`config.mk`:
```
export PLATFORM = sky130hd
export DESIGN_NAME = core_iq
export DESIGN_NICKNAME = d
export VERILOG_FILES = /design/src/rtl/core_iq.sv
export SDC_FILE = /design/constraint.sdc
export NUM_CORES = 1
export LEC_CHECK = 0
export CAP_MARGIN = 25
export CORE_MARGIN = 5
export CORE_UTILIZATION = 25
export DETAILED_ROUTE_END_ITERATION = 6
export PLACE_DENSITY_LB_ADDON = 0.1
export SLEW_MARGIN = 20
export SYNTH_ARGS = -nofsm -noshare
export SYNTH_HDL_FRONTEND = slang
export SYNTH_SLANG_ARGS = --single-unit
```
`constraint.sdc`:
```
create_clock -name clk -period 4.8 [get_ports clk]
set_clock_uncertainty 0.15 [all_clocks]
set_input_delay 0.96 -clock clk [delete_from_list [all_inputs] [get_ports clk]]
set_output_delay 0.96 -clock clk [all_outputs]
set_load 0.005 [all_outputs]
```
`src/rtl/core_iq.sv`:
```
// In-order instruction queue between fetch and decode.
// Optional CORE_IQ_BYPASS_EN: empty-queue fetch-to-decode bypass.
module core_iq #(
    parameter int unsigned DEPTH = 4
) (
    input  logic                       clk,
    input  logic                       rest,
    input  logic                       flush_en,
    input  logic [31:0]                in_istr,
    input  logic [31:0]                in_pc,
    input  logic                       in_jump,
    input  logic                       in_valid,
    output logic                       in_ready,
    output logic [31:0]                out_istr,
    output logic [31:0]                out_pc,
    output logic                       out_jump,
    output logic                       out_valid,
    input  logic                       out_ready,
    output logic [$clog2(DEPTH):0]     count
);

    localparam int unsigned AW = $clog2(DEPTH);
    localparam int unsigned CW = AW + 1;

    typedef struct packed {
        logic [31:0] istr;
        logic [31:0] pc;
        logic        jump;
    } entry_t;

    entry_t        mem [DEPTH];
    entry_t        head;
    logic [AW-1:0] rptr;
    logic [AW-1:0] wptr;
    logic [CW-1:0] cnt;
    logic          full;
    logic          empty;
    logic          take;
    logic          push;
    logic          pop;

    assign full  = (cnt == CW'(DEPTH));
    assign empty = (cnt == '0);
    assign head  = mem[rptr];

`ifdef CORE_IQ_BYPASS_EN
    logic byp;

    // Empty queue: present the fetch offer directly; consumed if decode takes it.
    assign byp       = empty && in_valid && !flush_en && rest;
    assign take      = byp && out_ready;
    assign out_valid = !empty || byp;
    assign out_istr  = byp ? in_istr : head.istr;
    assign out_pc    = byp ? in_pc   : head.pc;
    assign out_jump  = byp ? in_jump : head.jump;
`else
    assign take      = 1'b0;
    assign out_valid = !empty;
    assign out_istr  = head.istr;
    assign out_pc    = head.pc;
    assign out_jump  = head.jump;
`endif

    assign in_ready = !full;
    assign count    = cnt;

    assign push = in_valid && !full && !flush_en && !take;
    assign pop  = !empty && out_ready && !flush_en;

    // Pointer, occupancy and storage update; flush wins over push/pop.
    always_ff @(posedge clk or negedge rest) begin
        if (!rest) begin
            rptr <= '0;
            wptr <= '0;
            cnt  <= '0;
            for (int unsigned i = 0; i < DEPTH; i++) begin
                mem[i] <= '0;
            end
        end else if (flush_en) begin
            rptr <= '0;
            wptr <= '0;
            cnt  <= '0;
        end else begin
            if (push) begin
                mem[wptr] <= '{istr: in_istr, pc: in_pc, jump: in_jump};
                wptr      <= wptr + AW'(1);
            end
            if (pop) begin
                rptr <= rptr + AW'(1);
            end
            if (push && !pop) begin
                cnt <= cnt + CW'(1);
            end else if (pop && !push) begin
                cnt <= cnt - CW'(1);
            end
        end
    end

endmodule
```
# Word-level counts from Yosys, hierarchy flattened
# Index checks and enable logic that the tools add are counted.
# word_totals
reg_bits	267
mem_bits_ro	0
memories	0
input_bits	70
output_inout_bits	70
word_cells	56
ram_bits	0
latchBits	0
# classes
magnitude_cmp	3
bitwise_logic	3
add_sub_neg	4
muxes	13
n_eq_ne	1
div_mod_pow	0
shifts	0
n_mul	0
reduce_logical	17
# op_table
op	n
$bwmux 260	1
$mux 65	3
$bmux 65 s2	1
$demux 65 s2	1
$mux 3	3
$mux 2	4
$logic_and 1x1->1	7
$ge 3x3->1 const B	2
$not 2->3	2
$logic_not 1->1	5
$add 2x1->2 const B	2
$reduce_bool 2->1	2
$add 3x1->3 const B	1
$eq 3x3->1 const B	1
$logic_not 3->1	1
$lt 3x1->1 const B	1
$reduce_bool 3->1	1
$sub 3x1->3 const B	1
$reduce_and 2->1	1
$not 1->1	1

# Depth between registers and ports, before layout
# Gate-level depths: netlist (run 1).
# depth
depth_word	9
mapped_depth	8
ltp_nobuf	7

# Least setup slack after synthesis (run 1)
# No wires, ideal clock.
# synth_path
kind	input -> register
from	in in_valid
to	reg cnt[2], in the netlist count[2]
cell_stages	7
path_buffers	1
t_required_ps	4556
setup_ps	94
slack_ps	2171
t_arrival_ps	2385
path_cell_list	buf_2 nor2b_4 and3_1 fa_1 and3b_1 a21o_1 a211oi_1
# synth_via
elab_chain_len	5
word_cells_on_any_way	8
cone_classes	2 x mux; 6 x reduce/logical
# synth_rtl
item	line	rtl
start: declaration	12	input logic in_valid,
$logic_and 1x1->1 * (2 in series)	67	assign push = in_valid && !full && !flush_en && !take;
$logic_and 1x1->1 / $logic_not 1->1 (equally long branches)	91, 93	
$mux 3 / $logic_and 1x1->1 (equally long branches)	91, 93	
$mux 3 / $reduce_bool 3->1 (equally long branches)	n/a	
end signal: assignment	92	cnt <= cnt + CW'(1);
end signal: assignment	94	cnt <= cnt - CW'(1);
end: declaration	35	logic [CW-1:0] cnt;
# Every way passes the cells marked *; elsewhere a longest branch is shown, timed or not.
# A chain may end at the register's enable or synchronous reset.

# Worst setup path after layout (run 1)
# layout_path
from	reg rptr[0]
to	out out_istr[4]
# layout_via
elab_chain_len	4
# layout_rtl
item	line	rtl
start: declaration	33	logic [AW-1:0] rptr;
start signal: assignment	89	rptr <= rptr + AW'(1);
$not 2->3 (not written as such)	44	assign head = mem[rptr];
$bmux 65 s2	44	
$mux 65 (not written as such) (2 in series)	44	
end: declaration	14	output logic [31:0] out_istr,
# Every way passes these cells. The select of a mux whose other input is x is not followed.

==> metrics, run 1 <==
clock sinks roughly 270; DRT Wirelength 33100 um; die width roughly 240 um; worst slew pin tran 0.783 ns; post-CTS sizing 0; Area Overhead vs Synth 23.7%; DP Worst Slack 1.04 ns; CTS tree yes; FF+latch count, synth 267; reg2reg path depth 5; period utilization 0.840; cell area after layout 15900 um2; final hold vios 0; Overall Global Routing Usage 0.118; Starting Density 0.251; worst skew pair latency 0.54 ns; wire length of the first global-routing pass 51400 um; max-slew violations 0; Mapped Cells around 700; via count 6633; die height between 200 and 250 um; placer congestion estimate a little under 0.7; IO buf count 139; syn avg cell area 18.6 um2; Final setup viols 0; CTS max path bufs 3; largest cells by area after synthesis dfrtp_1 52%, mux2_4 23%, mux4_2 11%; ys async rst share 1.00; largest net degree at the start of global routing 126; worst min-delay path category in -> async; cell type with the largest total area after synthesis dfrtp_1; Pwr per Cell Area 659 nW/um2; initial antenna violation count 1; RSZ-0062 raised after global routing false; total core area between 50000 and 60000 um2; final worst setup slack approximately 0.77 ns; Peak Freq 248 MHz; nets 910; CTS buffer count 36; Area after DPL between 10000 and 15000 um2; htree depth 2; Initial DRC Count about 230; Post-synth top flop dfrtp_1; part of the Yosys area used for sequential elements 0.521; Leak 7.28 nW; Clk Tree Root Cell clkbuf_16; Detailed Routing Iterations Pass 1 4; Startpoint Class flip-flop; Synth top area share 0.521; Reg clk slew, reported paths 0.06 ns; post-route antenna net violation count 0; Final min period 4.03 ns; VDD IR-drop max 253 uV; Sum Neg Setup Slack 0 ns; crit-path max FO 32; outcome completed; WS Path Type reg -> out; Multi-input gate area 5530 um2; Fillers 5023; vias in the first global route 8006; die area 55900 um2; hold-fix buffers at CTS 0; Synthesis Warnings 0; layout cells sized above 1 0.467; commonest non-fill, non-tap cells in the layout 265 x dfrtp_1, 200 x mux2_4, 138 x clkdlybuf4s50_1; WL/cell around 22 um; register area 6690 um2; post-synthesis cell type count 36; setup bufs post-CTS 0; Rows 83; Cell Area, Synth 12800 um2; grt ovf 0; Crit. End Element output port; DRC Markers 0; Vias/cell between 4 and 5; max_slew headroom 0.478; Worst EP arrival 2.92 ns; number of max-cap violations 0; Worst EP required 3.69 ns; Post-synth EDFFs 0; DP HPWL 20000 um; I/O Pins 140; Net Count, Synth 766; most common cell after layout, fill and taps aside dfrtp_1
==> sequential cells by signal (all words and copies together) (netlist names) <==
signal,cells
rptr,2
wptr,2
mem,260
count,3
==> synth_stat cells (2+ instances only) <==
library cell  count
nand3_2           4
a21oi_1           2
buf_12           24
buf_4             8
buf_2             8
mux4_2           65
o31ai_1           2
mux2_2           61
o21ai_0           3
ha_1              4
nand3_1           2
dfrtp_1         267
xor2_1            2
inv_1             7
clkbuf_1          4
mux2_4          200
buf_1             3
nor2_1            7
==> per-stage QoR <==
step	utilization	cells	power [mW]	hold slack, ns
after floorplan	-	691	6.19	0.324
after global placement	0.288	1476	7.80	0.331
after detailed placement	0.288	1476	7.95	0.337
after CTS	0.310	1535	10.7	0.353
after global routing	0.310	1536	11.1	0.139
final	0.310	1537	10.5	0.139
==> final timing paths <==
path | from | to | slack, ns
worst max-delay path | rptr[0] | out_istr[4] | 0.77
worst min-delay path | rest | mem[175] | 0.14
worst max register to register | count[2] | mem[229] | 2.22
worst min register to register | mem[9] | mem[9] | 0.35
max in group asynchronous | rest | mem[241] | 3.12
min in group clk | mem[9] | mem[9] | 0.35
==> report_power, final <==
part	leakage, nW	internal (mW)	switching [mW]	total (mW)
registers	3.36	3.24	0.682	3.92
logic	3.37	2.75	1.16	3.92
clock network	0.550	1.61	1.01	2.62
==> layout make-up <==
| class | instances | area share |
|---|---|---|
| tap | 680 | 0.0536 |
| multi-input combinational | 368 | 0.348 |
| sequential | 267 | 0.422 |
| clock inverter | 5 | 0.00536 |
| inverter | 8 | 0.00189 |
| antenna | 1 | 0.000158 |
| timing repair buffer | 154 | 0.103 |
| clock buffer | 54 | 0.0662 |
==> per-layer routing <==
metal	vias up	global-route usage	wire length, um
met3	53	0.0290	1530
li1	2865	-	-
met4	0	0.0376	734
met1	3594	0.152	14800
met2	121	0.197	16000
met5	-	0	0
==> critical path, stage by stage (launching register included) <==
cell	delay, ns
dfrtp_4	0.86
buf_12	0.38
mux4_2	0.57
clkdlybuf4s50_1	0.52
==> kinds of logic (layout without fill, tap and decap cells) <==
group,Yosys count,count (layout),share of synthesized area
compound gates,16,16,0.00898
xor+xnor,2,2,0.00137
fa+ha+maj,5,5,0.00547
buf+inv,56,221,0.0501
flops,267,267,0.521
mux,327,327,0.403
other cells,0,1,0
simple gates,18,18,0.0102
Note: power is estimated with default switching activity, not from simulation.
==> inputs of run 2 (changes only) <==
Clock period 4.8 ns to 3.8 ns, I/O delays scaled along.
==> run 2 against run 1 <==
Against the previous run: final cell count increased by 0.65%; global-route usage decreased by 0.11 points; count of clock-buffer cells in the layout decreased by 6; clock power increased by 19%; combinational power increased by 30%; sequential power increased by 23%; register-to-register slack got worse by 0.85 ns; utilization increased by 0.076 points; critical path depth unchanged; non-clock buffer count increased by 10; setup slack got worse by 0.34 ns; hold slack improved by 0.039 ns.
==> metrics, run 2 (synthesis gave the netlist of run 1 again) <==
Clk Tree Root Cell clkbuf_16; top layer in use met5; Overall Global Routing Usage 0.117; Peak Freq 297 MHz; RSZ-0062 raised after global routing false; die width about 240 um; Reg clk slew, reported paths approximately 0.060 ns; post-CTS sizing 0; CTS buffer count 36; Crit. End Element output port; worst skew pair latency 0.53 ns; max_slew headroom 0.360; routed wl met3 1640 um; Pwr per Cell Area 819 nW/um2; Sum Neg Setup Slack 0 ns; hold-fix buffers at CTS 0; crit-path leading delay family buffers and inverters; worst slew pin tran ~0.96 ns; Startpoint Class flip-flop; Vias/cell ~4.3; Largest Register mem; Worst EP required 2.89 ns; IO buf count between 100 and 150; DRT Wirelength between 30000 and 40000 um; met1 WL 14200 um; placer congestion estimate 0.701; CTS max path bufs 3; htree depth 2; DP HPWL between 20000 and 25000 um; crit-path max FO 20; slowest stage cell, crit path dfrtp_4; WL/cell 21.1 um; met2 WL post-DR 16000 um; Detailed Routing Iterations Pass 1 4; wire length of the first global-routing pass 51000 um; final hold vios 0; via count approximately 6700; fin util 0.311; Starting Density 0.251; Initial DRC Count between 200 and 250; Area Overhead vs Synth 24.0%; die area between 50000 and 60000 um2; I/O Pins 140; largest net degree at the start of global routing 116; setup bufs post-CTS 0; Final min period 3.37 ns; post-route antenna net violation count 0; Leak about 7.3 nW; reg2reg path depth 7; crit path buf inv count 2; DRC Markers 0; CTS tree yes; Final Total Pwr 13.0 mW; max incr delay on CP 0.68 ns; nets 920; worst min-delay path category in -> async; grt ovf 0; worst r2r src count[2]; total core area just over 50000 um2; outcome completed; worst-path cell chain buf_4 > mux4_2 > clkdlybuf4s50_1; Largest register FFs 260; Final setup viols 0; vias in the first global route 7897; max-slew violations 0; number of max-cap violations 0; Worst EP arrival 2.46 ns; initial antenna violation count 3; layout cells sized above 1 0.475; commonest non-fill, non-tap cells in the layout 265 x dfrtp_1, 200 x mux2_4, 138 x clkdlybuf4s50_1; period utilization 0.886; setup slack, reg-to-reg 1.37 ns; most common cell after layout, fill and taps aside dfrtp_1; VDD IR-drop max 264 uV; die height 236 um; worst r2r dst count[2]; clock sinks 267; WS Path Type reg -> out; Rows just over 80
run 2: cell types whose count changed in the layout (fill, tap and decap cells not counted), moves of 2 or more:
| cell | delta |
|---|---|
| buf_4 | +7 |
| clkbuf_8 | -3 |
| clkbuf_1 | -2 |
| buf_12 | +4 |
| clkinv_2 | +7 |
run 2: worst max path at each step:
stage          slack, ns    endpoint      from  cells after the start
2_1_floorplan       1.37    count[2]  in_valid                      7
3_3_place_gp        0.58    mem[152]  in_valid                      5
3_5_place_dp        0.52    mem[160]  in_valid                      5
4_1_cts             0.32  out_pc[10]   rptr[1]                      3
5_1_grt             0.30  out_pc[10]   rptr[1]                      3
6_report            0.43  out_pc[10]   rptr[1]                      3
run 2: layer usage:
layer	up-vias	GRT usage
li1	2875	-
met1	3623	0.150
met2	118	0.192
met3	54	0.0319
met4	4	0.0385
met5	-	0
run 2: stage by stage:
stage	setup WS (ns)	instance area [um2]	hold slack (ns)	cells
finish	0.433	15900	0.178	1547
global route	0.297	15900	0.259	1545
CTS	0.316	15900	0.198	1545
detailed placement	0.523	14800	0.338	1487
global placement	0.582	14800	0.332	1487
floorplan	1.37	12800	0.314	691
run 2: report_power, final:
| part | internal [mW] | leakage [nW] | switching [mW] | total, mW |
|---|---|---|---|---|
| clock network | 1.86 | 0.529 | 1.26 | 3.12 |
| registers | 4.09 | 3.36 | 0.728 | 4.82 |
| logic | 3.50 | 3.43 | 1.59 | 5.08 |
run 2: final cells by class:
class / instances / area (um2)
multi-input combinational: 368 / 5530
timing repair buffer: 164 / 1730
antenna: 2 / 5.00
tap: 680 / 851
clock buffer: 48 / 976
sequential: 267 / 6690
inverter: 8 / 30.0
clock inverter: 10 / 90.1
fill: 5020 / 35200
==> inputs of run 3 (changes only) <==
Settings changed: CTS_CLUSTER_SIZE set to 10.
==> run 3 against run 2 <==
Against the previous run: clock power is 1% lower; design area is essentially flat; via count increased by 0.10%; sequential cell count unchanged; setup slack got worse by 0.00072 ns; combinational power about the same; total power is 0.32% lower.
==> metrics, run 3 (synthesis gave the netlist of run 1 again) <==
outcome completed; Area Overhead vs Synth 24.1%; htree depth 2; CTS buffer count 36; Final min period 3.37 ns; die height between 200 and 250 um; grt ovf 0; slowest stage cell, crit path dfrtp_4; worst skew pair latency 0.53 ns; number of max-cap violations 0; Fillers 5018; Leak 7.32 nW; worst slew pin tran 0.517 ns; Peak Freq 297 MHz; placed cell count 1487; commonest non-fill, non-tap cells in the layout 265 x dfrtp_1, 200 x mux2_4, 138 x clkdlybuf4s50_1; largest net degree at the start of global routing 116; vias in the first global route 7875; nets 922; Largest Register mem; setup slack, reg-to-reg 1.37 ns; Largest register FFs 260; period utilization 0.886; WS Path Type reg -> out; Starting Density 0.251; Clk Tree Root Cell clkbuf_16; Startpoint Class flip-flop; CTS max path bufs 3; max_slew headroom 0.655; Initial DRC Count 257; switching power 3.56 mW; Vias/cell 4.32; IO buf count 139; most common cell after layout, fill and taps aside dfrtp_1; VDD IR-drop max about 260 uV; worst min-delay path category reg -> reg; DRT Wirelength 32600 um; DRC Markers 0; Sw Ratio 0.274; die area 55900 um2; Detailed Routing Iterations Pass 1 4; Worst EP required 2.89 ns; Crit. End Element output port; final hold vios 0; WL/cell between 20 and 25 um; worst r2r dst count[2]; RSZ-0062 raised after global routing false; worst-path cell chain buf_4 > mux4_2 > clkdlybuf4s50_1; setup bufs post-CTS 0; Comb power frac 0.392; I/O Pins 140; worst r2r src count[2]; Int Power 9.42 mW; crit path launch rptr[1]; post-route antenna net violation count 0; Reg clk slew, reported paths 0.05 ns; Rows slightly above 80; wire length of the first global-routing pass 50900 um; Worst EP arrival 2.46 ns; via count 6681; Overall Global Routing Usage 0.117; layout cells sized above 1 0.475; max-slew violations 0; die width 236 um; Final Non-Filler Cells 1545; Final setup viols 0; Pwr per Cell Area 816 nW/um2; Flop pwr share 0.371; post-CTS sizing 0; reg2reg path depth 7; hold-fix buffers at CTS 0; crit-path max FO 20; placer congestion estimate 0.701; total core area ~51000 um2; Setup crit end out_pc[10]; max incr delay on CP between 0.6 and 0.7 ns; Clk pwr share 0.237; initial antenna violation count 3; Final Total Pwr 13.0 mW; Sum Neg Setup Slack 0 ns; DP HPWL 20300 um; CTS tree yes; clock sinks 267
## run 3: how the worst min path moves through the flow
stage	start	end	slack (ns)	cells past startpoint
finish	mem[129]	mem[129]	0.35	1
global route	mem[227]	mem[227]	0.36	1
detailed placement	mem[80]	mem[80]	0.34	1
CTS	rest	mem[111]	0.20	1
global placement	mem[12]	mem[12]	0.33	1
floorplan	rest	count[0]	0.31	0
## run 3: layer usage
layer / vias to the layer above / global-route usage / wire [um]
met5: - / 0 / 31
li1: 2878 / - / -
met1: 3628 / 0.150 / 14200
met2: 117 / 0.191 / 16000
met4: 4 / 0.0387 / 807
met3: 54 / 0.0318 / 1610
## run 3: power groups by stage
stage	clock (mW)	sequential [mW]	combinational (mW)
floorplan	0	4.54	3.28
detailed placement	0	4.85	5.20
finish	3.08	4.82	5.09
global route	3.31	4.98	5.46
CTS	3.22	4.83	5.24
global placement	0	4.77	5.14
## run 3: final cells by class
class / instances / area (um2) / share of cell area
antenna: 1 / 2.50 / 0.000157
inverter: 8 / 30.0 / 0.00189
clock buffer: 46 / 958 / 0.0602
sequential: 267 / 6690 / 0.420
multi-input combinational: 368 / 5530 / 0.347
tap: 680 / 851 / 0.0535
clock inverter: 9 / 85.1 / 0.00535
timing repair buffer: 166 / 1770 / 0.111
## run 3: per-stage QoR
stage	util	worst slack [ns]	hold WS [ns]	cell area [um2]
finish	0.311	0.432	0.348	15900
floorplan	-	1.37	0.314	12800
CTS	0.311	0.316	0.198	15900
global route	0.311	0.297	0.361	15900
global placement	0.290	0.582	0.332	14800
detailed placement	0.290	0.523	0.338	14800
## run 3: worst max-delay path, delay by kind of cell, from the launching register on
kind	cells	cell delay [ns]
DFF	1	0.68
buffers and inverters	2	0.89
muxes	1	0.34
